--- config.mk ---
export PLATFORM = sky130hd
export DESIGN_NAME = pipe_stage_skid
export DESIGN_NICKNAME = d
export VERILOG_FILES = /design/src/rtl/pipe_pkg.sv /design/src/rtl/pipe_entry_reg.sv /design/src/rtl/pipe_stage_skid.sv
export SDC_FILE = /design/constraint.sdc
export NUM_CORES = 1
export LEC_CHECK = 0
export CAP_MARGIN = 20
export CORE_UTILIZATION = 51
export CTS_CLUSTER_DIAMETER = 30
export DETAILED_ROUTE_END_ITERATION = 8
export PLACE_DENSITY = 0.8
export SETUP_SLACK_MARGIN = 0.05
export SLEW_MARGIN = 20
export SYNTH_ARGS = -nofsm -noshare
export SYNTH_HDL_FRONTEND = slang
export SYNTH_SLANG_ARGS = --single-unit
--- constraint.sdc ---
create_clock -name CLK -period 10.34 [get_ports CLK]
set_input_delay 2.068 -clock CLK [delete_from_list [all_inputs] [get_ports CLK]]
set_output_delay 2.068 -clock CLK [all_outputs]
set_load 0.005 [all_outputs]
--- src/rtl/pipe_pkg.sv ---
// -----------------------------------------------------------------------------
// pipe_pkg
//   Shared definitions for the inter-stage pipeline registers of the 5-stage
//   core: per-stage control/payload widths, the control value each stage
//   presents while it holds a bubble, and packed control-bundle typedefs so
//   stage tops can pack/unpack the bundles by field name.
// -----------------------------------------------------------------------------
package pipe_pkg;

  // Decode -> Execute
  localparam int DE_CTRL_W = 24;
  localparam int DE_DATA_W = 96;  // {RD1, RD2, SIGN_IMM}

  // Execute -> Memory
  localparam int EM_CTRL_W = 8;
  localparam int EM_DATA_W = 64;  // {ALU_OUT, WRITE_DATA}

  // Memory -> Writeback
  localparam int MW_CTRL_W = 7;
  localparam int MW_DATA_W = 64;  // {READ_DATA, ALU_OUT}

  // Decode/execute control bundle. alu_ctrl sits in bits [3:0].
  typedef struct packed {
    logic       reg_write;
    logic       mem_to_reg;
    logic       mem_write;
    logic       alu_src;
    logic       reg_dst;
    logic [4:0] rs;
    logic [4:0] rt;
    logic [4:0] rd;
    logic [3:0] alu_ctrl;
  } de_ctrl_t;

  // Execute/memory control bundle.
  typedef struct packed {
    logic       reg_write;
    logic       mem_to_reg;
    logic       mem_write;
    logic [4:0] write_reg;
  } em_ctrl_t;

  // Memory/writeback control bundle.
  typedef struct packed {
    logic       reg_write;
    logic       mem_to_reg;
    logic [4:0] write_reg;
  } mw_ctrl_t;

  // Bubble values: no register/memory writes anywhere. The decode/execute
  // bubble additionally selects the otherwise unused ALU opcode 4'b1111.
  localparam logic [DE_CTRL_W-1:0] DE_BUBBLE_CTRL = 24'h00000F;
  localparam logic [EM_CTRL_W-1:0] EM_BUBBLE_CTRL = 8'h00;
  localparam logic [MW_CTRL_W-1:0] MW_BUBBLE_CTRL = 7'h00;

  // Number of held entries, from the two slot valid bits.
  function automatic logic [1:0] occ_count(input logic main_vld,
                                           input logic skid_vld);
    return {1'b0, main_vld} + {1'b0, skid_vld};
  endfunction

endpackage

--- src/rtl/pipe_entry_reg.sv ---
// -----------------------------------------------------------------------------
// pipe_entry_reg
//   One storage slot of a pipeline stage: a valid bit plus a control bundle
//   and payload register. Updates on the falling edge of CLK.
//
// Ports
//   CLK      in   stage clock (falling-edge active)
//   CLR      in   asynchronous active-high reset; clears valid and contents
//   clear_i  in   synchronous clear of the valid bit (wins over load_i)
//   load_i   in   capture ctrl_i/data_i and mark the slot valid
//   ctrl_i   in   control bundle to capture
//   data_i   in   payload to capture
//   vld_o    out  slot holds an entry
//   ctrl_o   out  stored control bundle (raw, not bubble-masked)
//   data_o   out  stored payload (raw, not bubble-masked)
// -----------------------------------------------------------------------------
import pipe_pkg::*;

module pipe_entry_reg #(
  parameter int CTRL_W = DE_CTRL_W,
  parameter int DATA_W = DE_DATA_W
) (
  input  logic              CLK,
  input  logic              CLR,
  input  logic              clear_i,
  input  logic              load_i,
  input  logic [CTRL_W-1:0] ctrl_i,
  input  logic [DATA_W-1:0] data_i,
  output logic              vld_o,
  output logic [CTRL_W-1:0] ctrl_o,
  output logic [DATA_W-1:0] data_o
);

  logic              vld_q;
  logic [CTRL_W-1:0] ctrl_q;
  logic [DATA_W-1:0] data_q;

  // A synchronous clear only drops the valid bit; the stale contents are
  // harmless because the stage masks its outputs with the valid bit.
  always_ff @(negedge CLK or posedge CLR) begin
    if (CLR) begin
      vld_q  <= 1'b0;
      ctrl_q <= '0;
      data_q <= '0;
    end else if (clear_i) begin
      vld_q  <= 1'b0;
    end else if (load_i) begin
      vld_q  <= 1'b1;
      ctrl_q <= ctrl_i;
      data_q <= data_i;
    end
  end

  assign vld_o  = vld_q;
  assign ctrl_o = ctrl_q;
  assign data_o = data_q;

endmodule

--- src/rtl/pipe_stage_skid.sv ---
// -----------------------------------------------------------------------------
// pipe_stage_skid
//   Generic inter-stage pipeline register with valid/ready handshake,
//   synchronous flush, bubble masking and an optional 2-entry skid buffer.
//   All state updates on the falling edge of CLK.
//
// Ports
//   CLK        in   stage clock (falling-edge active)
//   CLR        in   asynchronous active-high reset
//   FLUSH      in   synchronous flush, drops every held and offered entry
//   IN_VALID   in   upstream entry valid
//   IN_READY   out  stage accepts an entry this cycle
//   IN_CTRL    in   upstream control bundle
//   IN_DATA    in   upstream payload
//   OUT_VALID  out  downstream entry valid
//   OUT_READY  in   downstream accepts (low = stall)
//   OUT_CTRL   out  control to next stage, BUBBLE_CTRL when OUT_VALID=0
//   OUT_DATA   out  payload to next stage, zero when OUT_VALID=0
//   OCCUPANCY  out  number of held entries (0..2)
//
// Parameters
//   SKID = 1: main + skid slot, IN_READY depends only on registered state.
//   SKID = 0: main slot only, IN_READY = !main_valid | OUT_READY.
// -----------------------------------------------------------------------------
import pipe_pkg::*;

module pipe_stage_skid #(
  parameter int                DATA_W      = DE_DATA_W,
  parameter int                CTRL_W      = DE_CTRL_W,
  parameter logic [CTRL_W-1:0] BUBBLE_CTRL = DE_BUBBLE_CTRL,
  parameter bit                SKID        = 1'b1
) (
  input  logic              CLK,
  input  logic              CLR,
  input  logic              FLUSH,
  input  logic              IN_VALID,
  output logic              IN_READY,
  input  logic [CTRL_W-1:0] IN_CTRL,
  input  logic [DATA_W-1:0] IN_DATA,
  output logic              OUT_VALID,
  input  logic              OUT_READY,
  output logic [CTRL_W-1:0] OUT_CTRL,
  output logic [DATA_W-1:0] OUT_DATA,
  output logic [1:0]        OCCUPANCY
);

  // Slot state
  logic              main_vld_q;
  logic [CTRL_W-1:0] main_ctrl_q;
  logic [DATA_W-1:0] main_data_q;
  logic              skid_vld_q;
  logic [CTRL_W-1:0] skid_ctrl_q;
  logic [DATA_W-1:0] skid_data_q;

  // Next-state controls
  logic              main_load_d;
  logic              main_clr_d;
  logic [CTRL_W-1:0] main_ctrl_d;
  logic [DATA_W-1:0] main_data_d;
  logic              skid_load_d;
  logic              skid_clr_d;

  // Handshake
  logic in_rdy;
  logic acc;
  logic pop;
  logic main_free;

  assign pop = main_vld_q & OUT_READY;
  assign acc = IN_VALID & in_rdy;

  // Main slot may take new content this edge if it is empty or being popped.
  assign main_free = ~main_vld_q | pop;

  generate
    if (SKID) begin : g_skid
      // Ready derives only from the skid valid flop, so a downstream stall
      // never reaches the upstream stage combinationally. While the skid
      // slot is empty there is always room for one more entry.
      assign in_rdy = ~skid_vld_q;

      pipe_entry_reg #(
        .CTRL_W (CTRL_W),
        .DATA_W (DATA_W)
      ) u_skid (
        .CLK     (CLK),
        .CLR     (CLR),
        .clear_i (skid_clr_d),
        .load_i  (skid_load_d),
        .ctrl_i  (IN_CTRL),
        .data_i  (IN_DATA),
        .vld_o   (skid_vld_q),
        .ctrl_o  (skid_ctrl_q),
        .data_o  (skid_data_q)
      );
    end else begin : g_noskid
      assign in_rdy      = main_free;
      assign skid_vld_q  = 1'b0;
      assign skid_ctrl_q = '0;
      assign skid_data_q = '0;
    end
  endgenerate

  // Slot sequencing. The skid slot is only ever non-empty while main is
  // full, so it always holds the younger entry and refills main first.
  always_comb begin
    main_load_d = 1'b0;
    main_clr_d  = FLUSH;
    main_ctrl_d = IN_CTRL;
    main_data_d = IN_DATA;
    skid_load_d = 1'b0;
    skid_clr_d  = FLUSH;

    if (!FLUSH) begin
      if (main_free) begin
        if (skid_vld_q) begin
          // TWO + pop: skid advances into main; acc cannot occur here.
          main_load_d = 1'b1;
          main_ctrl_d = skid_ctrl_q;
          main_data_d = skid_data_q;
          skid_clr_d  = 1'b1;
        end else if (acc) begin
          // EMPTY + acc, or ONE + acc + pop: upstream entry goes to main.
          main_load_d = 1'b1;
        end else if (main_vld_q) begin
          // ONE + pop with nothing arriving.
          main_clr_d  = 1'b1;
        end
      end else if (acc) begin
        // ONE + acc while stalled: park the entry in the skid slot.
        skid_load_d = 1'b1;
      end
    end
  end

  pipe_entry_reg #(
    .CTRL_W (CTRL_W),
    .DATA_W (DATA_W)
  ) u_main (
    .CLK     (CLK),
    .CLR     (CLR),
    .clear_i (main_clr_d),
    .load_i  (main_load_d),
    .ctrl_i  (main_ctrl_d),
    .data_i  (main_data_d),
    .vld_o   (main_vld_q),
    .ctrl_o  (main_ctrl_q),
    .data_o  (main_data_q)
  );

  // Outputs are masked by the valid bit so a stale entry can never cause a
  // register or memory write in the next stage.
  assign IN_READY  = in_rdy;
  assign OUT_VALID = main_vld_q;
  assign OUT_CTRL  = main_vld_q ? main_ctrl_q : BUBBLE_CTRL;
  assign OUT_DATA  = main_vld_q ? main_data_q : '0;
  assign OCCUPANCY = occ_count(main_vld_q, skid_vld_q);

endmodule
# Word-level counts from Yosys, hierarchy flattened
# Cells that the tools add are included.
# word_totals
word_cells,44
reg_bits,242
out_inout_bits,124
inputBits,125
# op_classes
reduce_logical,4
n_mux,26
bitwise_logic,7
n_addsub,1
# op_table
op,n
2-to-1 mux 96 bit,4
2-to-1 mux 24 bit,4
2-to-1 mux 1 bit,18
inverter 1 bit,4
AND reduction 2 bit,2
nonzero test 2 bit,2
adder 1 x 1 -> 2 bit,1
AND 1 bit,2
OR 1 bit,1

# Depth between registers and ports, before layout
# Gate-level depths: netlist of run 1.
# logic_depth
ltp_word,8
ltp_mapped,7

# By module
# A second synthesis of run 1 with hierarchy kept.
# hier_totals
cells_unflattened,792
hier_area_um2,12859.8
# modules_own_cells
mod,area_each_um2,seq_area_each_um2,instances,cells_each
pipe_entry_reg,5014.8,3027.9,2,258
pipe_stage_skid,2830.2,0.0,1,276

==> metrics.yaml, run 1 <==
r2r_start: "g_skid.u_skid.vld_o"
worst_ir_drop_vdd_mv: 0.147
synthesis.yosys.warnings: 0
p_per_area_nw_per_um2: 217
critPathCapture: "OUT_DATA[63]"
floorplan.die.width_um: 153
final.setup.tns_ns: 0
cell_by_cell_listing_of_the_critical_path: "buf_4 > and2_1 > clkdlybuf4s50_1"
place_inst: 1379
critical-path-top-delay-family: "buffers and inverters"
post_drt_via_cell_ratio: 6.22
global_route.overflow_total: 0
placement_rows: 54
ant_nets: 0
remaining_drc_errors: 14
netlist_instances: 932
initial_core_util_pct: 52.6
synth_fp_nets: 1058
nNetsFinal: 1273
reg2reg_setup_slack_ns: 7.83
worst_path_max_delay_cell: "sky130_fd_sc_hd__buf_4"
cts.sinks: 242
clk_pin_slew_worst_paths_ns: 0.04
mapped_area_um2: 11600
synth_largest_area_cell: "sky130_fd_sc_hd__dfrtn_1"
ctsHtreeMaxLevel: 2
floorplan.core_area_um2: 22000
route.detailed.wl_per_inst_um: 21.5
startpoint: "u_main.vld_o"
cts.path.max_buffers: 3
portBuffers: 248
stdcell_count: 1466
area.growth.synth_to_final_pct: 36.6
finClkSkew_ns: 0.0162
die-height_um: 153
timing.critical_path.depth: 3
first_pass_iters: 6
vias: 9114
clock_latency_ns: 0.53
cts-resized-gates: 0
synth.yosys.seq_area_share_pct: 52.3
critPathBufInv: 2
worstRegToRegCells: 5
rsz0062_at_grt: "false"
timing.rr.end: "g_skid.u_skid.data_o[44]"
clockRootBuffer: "sky130_fd_sc_hd__clkbuf_16"
postCtsSetupBuffers: 0
hold_start: "u_main.data_o[0]"
detailedPlacementHpwl_um: 18200
crit_required_ns: 8.27
boundaryPins: 249
dieArea_um2: 23300
failed_checks: "design-rule violations"
ys_top_cells_by_area: "sky130_fd_sc_hd__dfrtn_1 52%, sky130_fd_sc_hd__mux2_2 11%, sky130_fd_sc_hd__and2_1 7.9%, sky130_fd_sc_hd__a221o_1 5.4%, sky130_fd_sc_hd__a41o_1 5.4%"
timing.max_slew.rel_slack_pct: 27.7
yosys.area.top_type_share_pct: 52.3
fillerInstances: 1520
synth_cell_type_count: 28
final_layout_size_suffix_gt1_share_pct: 18.5
cts_tree: "yes"
max_cap_violations: 0
start_kind: "register"
finalMaxSlewViolations: 0
total_power_mw: 3.43
max_stage_delay_ns: 0.64
cts-hold-fix-buffers: 0
critical_path.max_fanout: 91
p_leak_nw: 6.83
routed_wl_um: 31600
run_status: "complete, but fails checks"
drt-initial-drc-count: 564
setup_violations: 0
crit_type: "reg -> out"
grt_usage_pct: 27.4
pin_count_of_the_biggest_net_entering_global_routing: 109
data_arrival_at_the_endpoint_of_the_critical_path_ns: 7.58
timing_worst_slew_pin_value_ns: 1.08
hold_violations: 0
tritoncts.num_buffers: 46
synth-seq-cells: 242
post_synth.cell_area_avg_um2: 12.4
gpl.final_weighted_congestion: 0.759
critPathCaptureType: "output port"
worst_hold_path_type: "reg -> reg"
finish.utilization_pct: 71.8
via_count_of_the_first_global_routing_pass: 9595
holdPathStages: 1
antenna_found_initial: 3
first_pass_grt_wire_length_um: 51400
worst register-to-register path, delay by kind of cell (launching register included):
family	cells	cell delay, ns
flops	1	0.48
mux	1	0.41
buf+inv	2	1.08
simple gates	2	0.38
where the power goes:
group          leakage (nW)  internal [mW]  switching (mW)
Combinational          3.10          0.333           0.202
Clock                 0.808           1.10           0.502
Sequential             2.93           1.18           0.116
synthesized netlist by cell type, drive strengths merged:
cell type and instances:
nor2b 2, nand2 1, o2bb2ai 58, and2 147
a21oi 1, nor3b 62, nand3b 1, mux2 120
a221o 62, nor2 1, inv 3, o211ai 1
clkbuf 53, nor3 1, a31oi 31, nand2b 5
a41o 62, and3 1, a22oi 27, dfrtn 242
ha 1, buf 50
worst min-delay path by stage:
stage | to | slack, ns
final | u_main.data_o[0] | 0.42
after global placement | u_main.data_o[5] | 0.42
after CTS | u_main.data_o[0] | 0.43
after floorplan | u_main.data_o[0] | 0.41
after detailed placement | u_main.data_o[21] | 0.43
after global routing | u_main.data_o[33] | 0.43
per-layer routing:
metal	wire length, µm	up-vias	GRT usage, %
met5	0	-	0
met4	1010	0	12.9
met3	2330	72	6.48
met2	14900	367	42.0
met1	13300	4667	36.8
li1	-	4008	-
layout by cell type, fill, tap and decap left out, types with 2 or more instances in the layout:
cell type,netlist,routed
sky130_fd_sc_hd__buf_4,1,18
sky130_fd_sc_hd__clkdlybuf4s50_1,0,247
sky130_fd_sc_hd__clkinv_4,0,2
sky130_fd_sc_hd__dfrtn_1,242,242
sky130_fd_sc_hd__nand2b_1,5,4
sky130_fd_sc_hd__a31oi_1,31,31
sky130_fd_sc_hd__clkinv_2,0,2
sky130_fd_sc_hd__inv_6,0,3
sky130_fd_sc_hd__inv_2,2,2
sky130_fd_sc_hd__a22oi_1,27,27
sky130_fd_sc_hd__nor3b_1,62,62
sky130_fd_sc_hd__clkinv_8,0,2
sky130_fd_sc_hd__clkbuf_1,53,6
sky130_fd_sc_hd__clkbuf_8,0,9
sky130_fd_sc_hd__clkbuf_16,0,47
sky130_fd_sc_hd__o2bb2ai_1,58,58
sky130_fd_sc_hd__bufinv_16,0,8
sky130_fd_sc_hd__mux2_1,10,10
sky130_fd_sc_hd__buf_12,0,5
sky130_fd_sc_hd__diode_2,0,3
sky130_fd_sc_hd__a221o_1,62,62
sky130_fd_sc_hd__mux2_2,110,110
sky130_fd_sc_hd__a41o_1,62,62
sky130_fd_sc_hd__and2_1,147,147
sky130_fd_sc_hd__clkinvlp_4,0,6
logic make-up after synthesis:
group / share of synthesized area, %
fa+ha+maj: 0.108
simple gates: 12.6
compound gates: 18.6
flops: 52.3
buf+inv: 4.67
mux: 11.7
flip-flops by register name, indices dropped and copies added, names as in the netlist:
| signal | cells |
|---|---|
| g_skid.u_skid.data_o | 96 |
| u_main.vld_o | 1 |
| g_skid.u_skid.vld_o | 1 |
| u_main.ctrl_o | 24 |
| g_skid.u_skid.ctrl_o | 24 |
| u_main.data_o | 96 |
area by class of cell:
cell class / instances / area (µm²) / area share, %
clock buffers: 62 / 1320 / 8.36
flip-flops and latches: 242 / 6060 / 38.3
clock inverters: 22 / 364 / 2.30
inverters: 3 / 15.0 / 0.0949
repair buffers: 270 / 2710 / 17.1
diodes: 3 / 7.51 / 0.0474
well taps: 280 / 350 / 2.21
multi-input cells: 584 / 5000 / 31.6
per-stage QoR:
stage | setup WS, ns | hold slack, ns | area [µm²]
global route | 0.574 | 0.433 | 15800
global placement | 0.985 | 0.424 | 14100
floorplan | 0.0694 | 0.408 | 11600
finish | 0.693 | 0.424 | 15800
CTS | 0.687 | 0.431 | 15800
detailed placement | 0.956 | 0.426 | 14100
Power figures use the tool's default switching activity.
==> run 2, diff against run 1 <==
--- a/config.mk
+++ b/config.mk
@@ -6,10 +6,12 @@
 export NUM_CORES = 1
 export LEC_CHECK = 0
 export CAP_MARGIN = 20
-export CORE_UTILIZATION = 51
+export CELL_PAD_IN_SITES_DETAIL_PLACEMENT = 0
+export CELL_PAD_IN_SITES_GLOBAL_PLACEMENT = 2
+export CORE_UTILIZATION = 34
 export CTS_CLUSTER_DIAMETER = 30
 export DETAILED_ROUTE_END_ITERATION = 8
-export PLACE_DENSITY = 0.8
+export PLACE_DENSITY_LB_ADDON = 0.1
 export SETUP_SLACK_MARGIN = 0.05
 export SLEW_MARGIN = 20
 export SYNTH_ARGS = -nofsm -noshare
==> metrics.yaml, run 2 (synthesis gave the netlist of run 1 again) <==
portBuffers: 248  # unchanged
cts.path.max_buffers: 3  # unchanged
ctsHtreeMaxLevel: 3  # was 2
global_route.overflow_total: 0  # unchanged
post_drt_via_cell_ratio: 5.35  # was 6.22
final.setup.tns_ns: 0  # unchanged
place_inst: 1546  # was 1,379
nNetsFinal: 1299  # was 1,273
cts.sinks: 242  # unchanged
finish.utilization_pct: 49.9  # was 71.8%
setup_violations: 0  # unchanged
clock_power_share_pct: 53.7  # was 46.7%
clockRootBuffer: "sky130_fd_sc_hd__clkbuf_16"  # unchanged
first_pass_iters: 6  # unchanged
cts-hold-fix-buffers: 0  # unchanged
start_kind: "register"  # unchanged
global_route.usage.met1_pct: 28.0  # was 36.8%
r2r_start: "g_skid.u_skid.vld_o"  # unchanged
hold_violations: 0  # unchanged
vias: 8962  # was 9,114
critPathCaptureType: "output port"  # unchanged
switching_share_pct: 23.7  # was 23.9%
timing_worst_slew_pin_value_ns: 0.996  # was 1.08 ns
cts_tree: "yes"  # unchanged
floorplan.die.width_um: 187  # was 153 µm
boundaryPins: 249  # unchanged
p_seq_share_pct: 32.7  # was 37.7%
gpl.final_weighted_congestion: 0.714  # was 0.759
critical_path.max_fanout: 72  # was 91
layout_commonest_cell: "sky130_fd_sc_hd__clkdlybuf4s50_1"  # unchanged
first_pass_grt_wire_length_um: 56500  # was 51,400 µm
hold_worst_slack_ns: 0.423  # was 0.424 ns
dieArea_um2: 34800  # was 23,300 µm²
crit_type: "reg -> out"  # unchanged
antenna_found_initial: 3  # unchanged
area.growth.synth_to_final_pct: 44.4  # was 36.6%
data_arrival_at_the_endpoint_of_the_critical_path_ns: 7.52  # was 7.58 ns
stdcell_count: 1675  # was 1,466
switching_power_total_mw: 0.935  # was 0.820 mW
cts-resized-gates: 0  # unchanged
max_cap_violations: 0  # unchanged
via_count_of_the_first_global_routing_pass: 9659  # was 9,595
pin_count_of_the_biggest_net_entering_global_routing: 120  # was 109
p_per_area_nw_per_um2: 235  # was 217 nW/µm²
initial_core_util_pct: 34.5  # was 52.6%
floorplan.core_area_um2: 33500  # was 22,000 µm²
tritoncts.num_buffers: 73  # was 46
rsz0062_at_grt: "false"  # unchanged
ant_nets: 0  # unchanged
worst_ir_drop_vdd_mv: 0.112  # was 0.147 mV
timing.max_slew.rel_slack_pct: 33.6  # was 27.7%
p_leak_nw: 7.22  # was 6.83 nW
clock_latency_ns: 0.55  # was 0.53 ns
detailedPlacementHpwl_um: 19200  # was 18,200 µm
grt_usage_pct: 20.6  # was 27.4%
placement_rows: 67  # was 54
startpoint: "u_main.vld_o"  # unchanged
fraction_of_power_consumed_by_combinational_cells_pct: 13.6  # was 15.6%
worst_hold_path_type: "reg -> reg"  # unchanged
drt-initial-drc-count: 483  # was 564
grt.met3_usage_pct: 4.34  # was 6.48%
gr-usage-met2_pct: 31.9  # was 42.0%
die-height_um: 187  # was 153 µm
clk_pin_slew_worst_paths_ns: 0.03  # was 0.04 ns
top_library_cells_by_usage_in_the_layout_fill_and_taps_aside: "247 x sky130_fd_sc_hd__clkdlybuf4s50_1, 242 x sky130_fd_sc_hd__dfrtn_1, 147 x sky130_fd_sc_hd__and2_1, 110 x sky130_fd_sc_hd__mux2_2, 74 x sky130_fd_sc_hd__clkbuf_16"  # was 247 x sky130_fd_sc_hd__clkdlybuf4s50_1, 242 x sky130_fd_sc_hd__dfrtn_1, 147 x sky130_fd_sc_hd__and2_1, 110 x sky130_fd_sc_hd__mux2_2
finalMaxSlewViolations: 0  # unchanged
finClkSkew_ns: 0.0141  # was 0.0162 ns
routed_wl_um: 35500  # was 31,600 µm
postCtsSetupBuffers: 0  # unchanged
run_status: "complete, no violations"  # was complete, but fails checks
remaining_drc_errors: 0  # was 14
final_layout_size_suffix_gt1_share_pct: 20.8  # was 18.5%
crit_required_ns: 8.27  # about the same
globalRoute.busiestLayer: "met2"  # unchanged
power.internal_mw: 3.00  # was 2.61 mW
hold_start: "u_main.data_o[45]"  # was u_main.data_o[0]
route.detailed.wl_per_inst_um: 21.2  # was 21.5 µm
==> run 2: critical path, cell delays in order (launching register included) <==
cell and delay [ns]:
sky130_fd_sc_hd__dfrtn_1 0.40, sky130_fd_sc_hd__buf_4 0.57, sky130_fd_sc_hd__and2_1 0.29, sky130_fd_sc_hd__clkdlybuf4s50_1 0.53
==> run 2: area by class of cell <==
type | instances | area (µm²)
repair buffers | 269 | 2710
inverters | 3 | 16.3
multi-input cells | 584 | 5000
well taps | 448 | 561
fillers | 2991 | 16800
clock buffers | 99 | 2090
flip-flops and latches | 242 | 6060
diodes | 3 | 7.51
clock inverters | 27 | 290
==> run 2: layer usage <==
layer / wire length, µm / up-vias / part of all wire [%]
met3: 1750 / 83 / 4.9
li1: - / 4080 / -
met1: 16600 / 4516 / 47
met4: 974 / 0 / 2.7
met2: 16200 / 283 / 46
met5: 0 / - / 0
==> run 2: power by group through the flow <==
stage               Sequential (mW)  Clock, mW  Combinational [mW]
global route                   1.31       2.22               0.585
detailed placement             1.30          0               0.541
floorplan                      1.26          0               0.342
CTS                            1.29       2.16               0.544
finish                         1.29       2.12               0.535
global placement               1.29          0               0.529
==> run 2: path summary, 6_finish.rpt <==
| check | slack (ns) | endpoint | cells past startpoint |
|---|---|---|---|
| worst max-delay path | 0.76 | OUT_DATA[58] | 3 |
| worst min-delay path | 0.42 | u_main.data_o[45] | 1 |
| worst max register to register | 7.25 | u_main.data_o[73] | 5 |
| worst min register to register | 0.42 | u_main.data_o[45] | 1 |
| max in group asynchronous | 2.58 | u_main.data_o[32] | 3 |
| min in group asynchronous | 7.11 | u_main.ctrl_o[7] | 3 |
==> run 2: stage by stage <==
| step | instance area [µm²] | power, mW | setup WS [ns] |
|---|---|---|---|
| after floorplan | 11600 | 1.60 | 0.0694 |
| after global placement | 14300 | 1.82 | 0.809 |
| after detailed placement | 14300 | 1.84 | 0.799 |
| after CTS | 16700 | 3.99 | 0.711 |
| after global routing | 16700 | 4.12 | 0.641 |
| final | 16700 | 3.94 | 0.756 |
==> edit: new RTL, config.mk and constraints of run 1 <==
`DE_DATA_W`: 96 -> 144.
--- a/src/rtl/pipe_pkg.sv
+++ b/src/rtl/pipe_pkg.sv
@@ -9,7 +9,7 @@
 
   // Decode -> Execute
   localparam int DE_CTRL_W = 24;
-  localparam int DE_DATA_W = 96;  // {RD1, RD2, SIGN_IMM}
+  localparam int DE_DATA_W = 144;  // {RD1, RD2, SIGN_IMM}
 
   // Execute -> Memory
   localparam int EM_CTRL_W = 8;
Interface: changed (resized IN_DATA and OUT_DATA); port bits go from 249 to 345. No check against the original RTL was run, so the function may have changed too.
==> edit against run 1 <==
- setup slack got worse by 0.065 ns
- sequential share of layout area fell by 0.56 points
- largest power group unchanged
- clock skew rose by 0.0018 ns
- area after synthesis rose by 38%
- sequential cell count rose by 96
- critical path type unchanged
- cell area rose by 42%
- power rose by 48%
- wire length rose by 53%
==> edit: results (changes against run 1) <==
\begin{tabular}{lr}
\hline
Metric & Value \\
\hline
\multicolumn{2}{l}{\textbf{Cells and area}} \\
Clock buffer count & 94 (+52\%) \\
Layout-stage area growth over the synthesis result & 40.5\% \\
Layout fillers & 1989 (+31\%) \\
Number of nets in the layout & 1791 (+41\%) \\
Number of inserted diodes & 8 (+5) \\
Multi-input combinational area share & 30.7\% (-0.94 points) \\
Fraction of final layout cells with drive strength greater than 1 & 13.2\% (-5.3 points) \\
Sequential share of cell area & 37.7\% (-0.56 points) \\
Portion of the layout cell area used by non-clock buffers & 17.0\% (-0.083 points) \\
Multi-input combinational cell count & 824 (+41\%) \\
Non-CTS buffers & 376 (+39\%) \\
\multicolumn{2}{l}{\textbf{Floorplanning}} \\
Floorplan core area & 0.0307 mm² (+39\%) \\
\multicolumn{2}{l}{\textbf{Global routing}} \\
Global-route track usage on met2 & 47.7\% (+5.7 points) \\
Initial antenna violation count & 7 (+4) \\
Pin count of the biggest net entering global routing & 107 (-1.8\%) \\
Overall Global Routing Usage & 30.1\% (+2.8 points) \\
Met1 GRT Util & 38.9\% (+2.2 points) \\
\multicolumn{2}{l}{\textbf{STA}} \\
Worst slew margin relative to its limit & 31.6\% (+3.9 points) \\
\multicolumn{2}{l}{\textbf{Placed design}} \\
Number of instances in the placed design & 1937 (+40\%) \\
Placed standard-cell area & 0.0197 mm² (+39\%) \\
Port bufs & 344 (+39\%) \\
GPL Wtd Cong & 0.848 (+12\%) \\
\multicolumn{2}{l}{\textbf{Outcome}} \\
Run status & completed \\
\multicolumn{2}{l}{\textbf{Clock network}} \\
Num CTS Buffers & 74 (+61\%) \\
H-Tree Level Count & 3 (+1) \\
\# clock sinks & 338 (+40\%) \\
\multicolumn{2}{l}{\textbf{Drt}} \\
Top Metal Used & met5 \\
WL met2 & 22600 µm (+51\%) \\
Avg WL per Cell & 23.2 µm (+7.5\%) \\
Routed length on met3 & 3880 µm (+66\%) \\
Count of TritonRoute iterations in the first routing pass & 5 (-1) \\
First-iteration detailed-routing DRC count & 939 (+66\%) \\
Overall via count from detail\_route & 12800 (+41\%) \\
\multicolumn{2}{l}{\textbf{Synth}} \\
Library cells used by synthesis & 29 (+3.6\%) \\
Mean cell area of the mapped netlist & 12.2 µm² (-1.5\%) \\
Synth area leaders & sky130\_fd\_sc\_hd\_\_dfrtn\_1, sky130\_fd\_sc\_hd\_\_and2\_1, sky130\_fd\_sc\_hd\_\_mux2\_1 \\
Net count after synthesis & 1478 (+40\%) \\
\multicolumn{2}{l}{\textbf{Power}} \\
Worst IR Drop VDD & 0.136 mV (-7.0\%) \\
\multicolumn{2}{l}{\textbf{Worst setup path}} \\
CP Data Arrival Time & 7.64 ns (+0.06 ns) \\
Slowest Stage Delay on Critical Path & 0.61 ns (-0.03 ns) \\
Max Fanout on Critical Path & 80 (-12\%) \\
Cell at the slowest stage of the critical path & sky130\_fd\_sc\_hd\_\_clkdlybuf4s50\_1 \\
\hline
\end{tabular}
edit: changes by cell type after synthesis, moves of 10 or more:
| cell | run 1 | this run |
|---|---|---|
| sky130_fd_sc_hd__a31oi_1 | 31 | 79 |
| sky130_fd_sc_hd__buf_4 | 1 | 14 |
| sky130_fd_sc_hd__buf_2 | 27 | 37 |
| sky130_fd_sc_hd__clkbuf_1 | 53 | 74 |
| sky130_fd_sc_hd__mux2_1 | 10 | 120 |
| sky130_fd_sc_hd__o2bb2ai_1 | 58 | 106 |
| sky130_fd_sc_hd__dfrtn_1 | 242 | 338 |
| sky130_fd_sc_hd__mux2_2 | 110 | 48 |
| sky130_fd_sc_hd__buf_6 | 14 | 2 |
| sky130_fd_sc_hd__and2_1 | 147 | 243 |
edit: cell families after synthesis:
family / count (synthesis) / synth area share [%]
multiplexers: 168 / 11.9
buffers and inverters: 142 / 4.05
AND/OR/NAND/NOR: 317 / 13.0
adder cells (fa/ha/maj): 1 / 0.0784
flip-flops: 338 / 53.0
AO/OA/AOI/OAI: 338 / 18.0
edit: report_power, final:
group | switching (mW) | total [mW] | leakage (nW) | internal (mW)
combinational | 0.284 | 0.703 | 4.20 | 0.419
clock | 0.798 | 2.55 | 1.31 | 1.75
sequential | 0.166 | 1.80 | 4.11 | 1.64
edit: worst paths after layout:
kind / from / to / slack (ns) / cells past startpoint
setup reg to reg: g_skid.u_skid.vld_o / u_main.data_o[122] / 6.43 / 5
hold reg to reg: u_main.data_o[26] / u_main.data_o[26] / 0.42 / 1
setup / recovery: u_main.vld_o / OUT_DATA[64] / 0.63 / 3
min in group asynchronous: CLR / u_main.data_o[68] / 7.11 / 2
max in group asynchronous: CLR / u_main.ctrl_o[22] / 2.28 / 3
hold / removal: u_main.data_o[26] / u_main.data_o[26] / 0.42 / 1
